$ cat config.mk
export PLATFORM = sky130hd
export DESIGN_NAME = serial_product_deserializer
export DESIGN_NICKNAME = d
export VERILOG_FILES = /design/src/rtl/serial_product_deserializer.sv
export SDC_FILE = /design/constraint.sdc
export NUM_CORES = 1
export LEC_CHECK = 0
export CAP_MARGIN = 10
export CORE_MARGIN = 2
export CORE_UTILIZATION = 58
export CTS_CLUSTER_SIZE = 28
export DETAILED_ROUTE_END_ITERATION = 7
export GPL_TIMING_DRIVEN = 0
export PLACE_DENSITY = 0.84
export SLEW_MARGIN = 20
export SYNTH_ARGS = -nofsm -noshare
export SYNTH_HDL_FRONTEND = slang
export SYNTH_SLANG_ARGS = --single-unit
$ cat constraint.sdc
create_clock -name clk -period 2.9 [get_ports clk]
set_input_delay 0.58 -clock clk [delete_from_list [all_inputs] [get_ports clk]]
set_output_delay 0.58 -clock clk [all_outputs]
set_load 0.05 [all_outputs]
$ cat src/rtl/serial_product_deserializer.sv
// rtl/serial_product_deserializer.sv - collects a serial LSB-first product into a 2N-bit word
//
// Purpose: sits behind the shift-add multiplier, aligned to the multiplier's start pulse,
// and assembles its one-bit-per-clock product stream into a parallel word. The word is
// offered to the consumer on a valid/ready handshake.
//
// Ports:
//   clk          rising-edge clock
//   rst          synchronous active-high reset
//   start        one-cycle pulse shared with the multiplier; (re)starts a capture
//   serial_in    product bit, LSB first, sampled only while collecting
//   product      assembled 2N-bit word, stable while valid is high
//   valid        product holds a complete, unconsumed result
//   ready        consumer accepts product when valid && ready
//   busy         waiting for or collecting a stream
//   overrun      sticky: a completed result was discarded by a new start
//   clr_overrun  clears overrun (a simultaneous overrun event wins)
module serial_product_deserializer #(
  parameter int N    = 32,
  parameter int LEAD = 1
) (
  input  logic           clk,
  input  logic           rst,
  input  logic           start,
  input  logic           serial_in,
  output logic [2*N-1:0] product,
  output logic           valid,
  input  logic           ready,
  output logic           busy,
  output logic           overrun,
  input  logic           clr_overrun
);

  localparam int CW = (2 * N > 1) ? $clog2(2 * N) : 1;
  localparam logic [CW-1:0] LAST_BIT  = CW'(2 * N - 1);
  localparam logic [3:0]    LEAD_LOAD = 4'(LEAD - 1);

  typedef enum logic [1:0] {
    S_IDLE    = 2'd0,
    S_WAIT    = 2'd1,
    S_COLLECT = 2'd2,
    S_DONE    = 2'd3
  } state_t;

  state_t         state_q, state_d;
  logic [2*N-1:0] shreg_q, shreg_d;
  logic [2*N-1:0] product_q, product_d;
  logic [CW-1:0]  cnt_q, cnt_d;
  logic [3:0]     lead_q, lead_d;
  logic           valid_q, valid_d;
  logic           busy_q, busy_d;
  logic           overrun_q, overrun_d;
  logic           ovr_set;

  // A new start arriving while a result is still unaccepted throws that result away.
  assign ovr_set = start && valid_q && !ready;

  always_comb begin
    state_d   = state_q;
    shreg_d   = shreg_q;
    product_d = product_q;
    cnt_d     = cnt_q;
    lead_d    = lead_q;
    valid_d   = valid_q;

    case (state_q)
      S_WAIT: begin
        lead_d = lead_q - 4'd1;
        // Counter reaching zero on this edge means the next edge samples bit 0.
        if (lead_q <= 4'd1) begin
          state_d = S_COLLECT;
        end
      end
      S_COLLECT: begin
        shreg_d = {serial_in, shreg_q[2*N-1:1]};
        cnt_d   = cnt_q + 1'b1;
        if (cnt_q == LAST_BIT) begin
          product_d = shreg_d;
          valid_d   = 1'b1;
          cnt_d     = '0;
          state_d   = S_DONE;
        end
      end
      S_DONE: begin
        if (valid_q && ready) begin
          valid_d = 1'b0;
          state_d = S_IDLE;
        end
      end
      default: ;
    endcase

    // Start overrides everything: a pending result is either handed off (ready=1) or
    // lost (ready=0), and the start cycle itself never samples serial_in.
    if (start) begin
      shreg_d   = '0;
      cnt_d     = '0;
      product_d = product_q;
      valid_d   = 1'b0;
      lead_d    = LEAD_LOAD;
      state_d   = (LEAD == 1) ? S_COLLECT : S_WAIT;
    end

    if (ovr_set) begin
      overrun_d = 1'b1;
    end else if (clr_overrun) begin
      overrun_d = 1'b0;
    end else begin
      overrun_d = overrun_q;
    end

    busy_d = (state_d == S_WAIT) || (state_d == S_COLLECT);
  end

  always_ff @(posedge clk) begin
    if (rst) begin
      state_q   <= S_IDLE;
      shreg_q   <= '0;
      product_q <= '0;
      cnt_q     <= '0;
      lead_q    <= '0;
      valid_q   <= 1'b0;
      busy_q    <= 1'b0;
      overrun_q <= 1'b0;
    end else begin
      state_q   <= state_d;
      shreg_q   <= shreg_d;
      product_q <= product_d;
      cnt_q     <= cnt_d;
      lead_q    <= lead_d;
      valid_q   <= valid_d;
      busy_q    <= busy_d;
      overrun_q <= overrun_d;
    end
  end

  assign product = product_q;
  assign valid   = valid_q;
  assign busy    = busy_q;
  assign overrun = overrun_q;

endmodule

==> reports/qor.csv <==
stage,metric,value,unit
grt,antenna_found_initial,0,
place,portBuffers,71,
logic_synthesis,synth_nets,641,
worst_setup_path,arrival,1740,ps
logic_synthesis,synth_edf_count,0,
place,dp_hpwl,7.796,mm
clocking,cts_resized,0,
clocking,clk_latency,530,ps
routing,dr.first_iter.drc_count,222,
worst_hold_path,hp-class,reg2reg,
die,io_pins,73,
routing,wl,12.22,mm
grt,grt_pass1_wl,20.04,mm
clocking,hold_buffers,0,
layout,layout_common_cells,"265 x nand2_1, 142 x dfxtp_1, 131 x a21oi_1",
sta,slew_violations,0,
logic_synthesis,synth_seq_area_share,0.5635,
clocking,cts_max_level,4,
clocking,numCtsBuffers,17,
clocking,path_clk_slew,60,ps
power,power,4.289,mW
grt,grt_max_degree,17,
logic_synthesis,synth_ff_type,dfxtp_1,
sta,post-route-period-util,0.8013,
die,die_y,97.27,um
clocking,cts.sinks,142,
power,peakVddDrop,0.5213,mV
worst_setup_path,crit_path_start_kind,flop,
sta,tightest_slew,668.8,ps
logic_synthesis,synth_area_leader_cell,dfxtp_1,
logic_synthesis,yosysTopAreaCellShare,0.5635,
layout,syn_to_final_growth,28.89,%
layout,nets,731,
sta,hold_viol,0,
worst_setup_path,slowest_delay,830,ps
worst_setup_path,cp.required,2320,ps
die,die_area,9460,um^2
run_status,outcome,"complete, no violations",
logic_synthesis,syn_avg_cell_area,7.982,um^2
routing,drc,0,
logic_synthesis,synth_area_leaders,"dfxtp_1 56%, nand2_1 20%, a21oi_1 13%, clkbuf_1 1.8%, buf_6 1.6%",
sta,fin_worst_skew,9.279,ps
die,fp-row-count,34,
die,dieWidth,97.27,um
grt,track_usage,0.2613,
worst_setup_path,cpLargestDelayFamily,buffers and inverters,
grt,grt-ovfl-total,0,
logic_synthesis,netlist_area,5045,um^2
power,p_leak,2.097,nW
routing,routed_via_density,5.420,
sta,setup_viol,0,
logic_synthesis,synth-seq-cells,142,
sta,fmax,0.4303,GHz
power,power_density,659.7,nW/um^2
sta,fin_setup_tns,0,ps
clocking,cts_tree,yes,
logic_synthesis,synthCells,632,
worst_setup_path,cp_max_fo,5,
worst_setup_path,path_buf_inv,1,
die,core,8593,um^2
clocking,clk_path_buf_depth,2,
die,initial_core_util,0.5871,
clocking,clock-root-buffer,clkbuf_8,
place,gp_congestion,0.8126,
routing,wl_per_cell,14.50,um
logic_synthesis,async_reset_ff_frac,0,
routing,postRouteAntennaNets,0,
logic_synthesis,ys.warnings.count,0,
layout,layout_commonest_cell,nand2_1,
layout,antennaDiodeCount,0,
layout,final_layout_size_suffix_gt1_frac,0.06122,
worst_setup_path,slowest_stage,clkdlybuf4s50_1,
worst_setup_path,cp_cell_sequence,clkdlybuf4s50_1,
routing,first_pass_iters,5,
worst_setup_path,worstSetupPathType,reg2out,
grt,grt_pass1_vias,4289,
logic_synthesis,ys_types,30,
sta,post-route-min-period,2324,ps
worst_setup_path,cp-end-kind,output port,
routing,vias,4569,
flow_run,drv_cap,0,
sta,maxSlewHeadroom,0.5541,
clocking,postCtsSetupBuffers,0,
sta,rsz0062_at_grt,no,
report_power, final:
part	switching [mW]	internal, mW	leakage [nW]
clock network	0.870	1.35	0.286
registers	0.00192	1.95	1.14
logic	0.0917	0.0235	0.667
total	0.964	3.33	2.10
cells by family after synthesis:
group	count (synthesis)	synth area share
DFF	142	0.5635
AOI/OAI and AO/OA	137	0.1376
buffers and inverters	48	0.04688
and+or+nand+nor	295	0.2324
adders and majority gates	3	0.007441
xor gates and xnor gates	7	0.01215
metal layers:
| metal | part of all wire | wire (um) | vias up | track usage |
|---|---|---|---|---|
| met5 | 0 | 0 | - | 0 |
| met4 | 0.027 | 324 | 0 | 0.1100 |
| met3 | 0.056 | 690 | 32 | 0.06331 |
| met2 | 0.50 | 6094 | 152 | 0.4466 |
| met1 | 0.42 | 5114 | 2157 | 0.3161 |
| li1 | - | - | 2228 | - |
sequential cells by signal (all words and copies together), names as in the netlist:
signal	count
product	64
shreg_q	63
cnt_q	6
lead_q	4
state_q	2
busy	1
overrun	1
valid	1
cells in the mapped netlist, types with 2 or more instances:
master and instances:
nand2_1 265, dfxtp_1 142, a21oi_1 131, clkbuf_1 24
buf_1 10, nor2_1 9, buf_6 7, inv_1 4
xor2_1 4, a31oi_1 3, ha_1 3, nand4_1 3
xnor2_1 3, and3_1 2, buf_2 2, nand2b_1 2
nand3_1 2, nand3b_1 2, nor2b_1 2, or2_2 2
path summary, 6_finish.rpt:
| path | cells after the start | from | to | slack (ps) |
|---|---|---|---|---|
| min reg2reg | 2 | product[38]$_SDFFE_PP0P_ | product[38]$_SDFFE_PP0P_ | 450 |
| max | 1 | valid$_SDFFE_PP0P_ | valid | 580 |
| max reg2reg | 6 | cnt_q[0]$_SDFFE_PP0P_ | product[25]$_SDFFE_PP0P_ | 900 |
| min | 2 | product[38]$_SDFFE_PP0P_ | product[38]$_SDFFE_PP0P_ | 450 |
stage by stage:
step | hold slack [ps] | util | instance area, um^2 | instances | setup WS, ps
after global routing | 473.4 | 0.7567 | 6502 | 843 | 522.0
after CTS | 455.6 | 0.7567 | 6502 | 843 | 569.8
after floorplan | 432.2 | - | 5045 | 632 | 1336
final | 454.7 | 0.7567 | 6502 | 843 | 576.1
after detailed placement | 446.8 | 0.6855 | 5891 | 811 | 491.6
after global placement | 444.1 | 0.6855 | 5891 | 811 | 568.0
layout make-up:
| class | count | area, um^2 |
|---|---|---|
| Buffer | 44 | 221.5 |
| Clock buffer | 18 | 427.9 |
| Clock inverter | 14 | 183.9 |
| Fill cell | 593 | 2091 |
| Inverter | 4 | 15.01 |
| Multi-Input combinational cell | 442 | 1966 |
| Sequential cell | 142 | 2843 |
| Tap cell | 108 | 135.1 |
| Timing Repair Buffer | 71 | 710.7 |
Note: power is estimated with default switching activity, not from simulation.
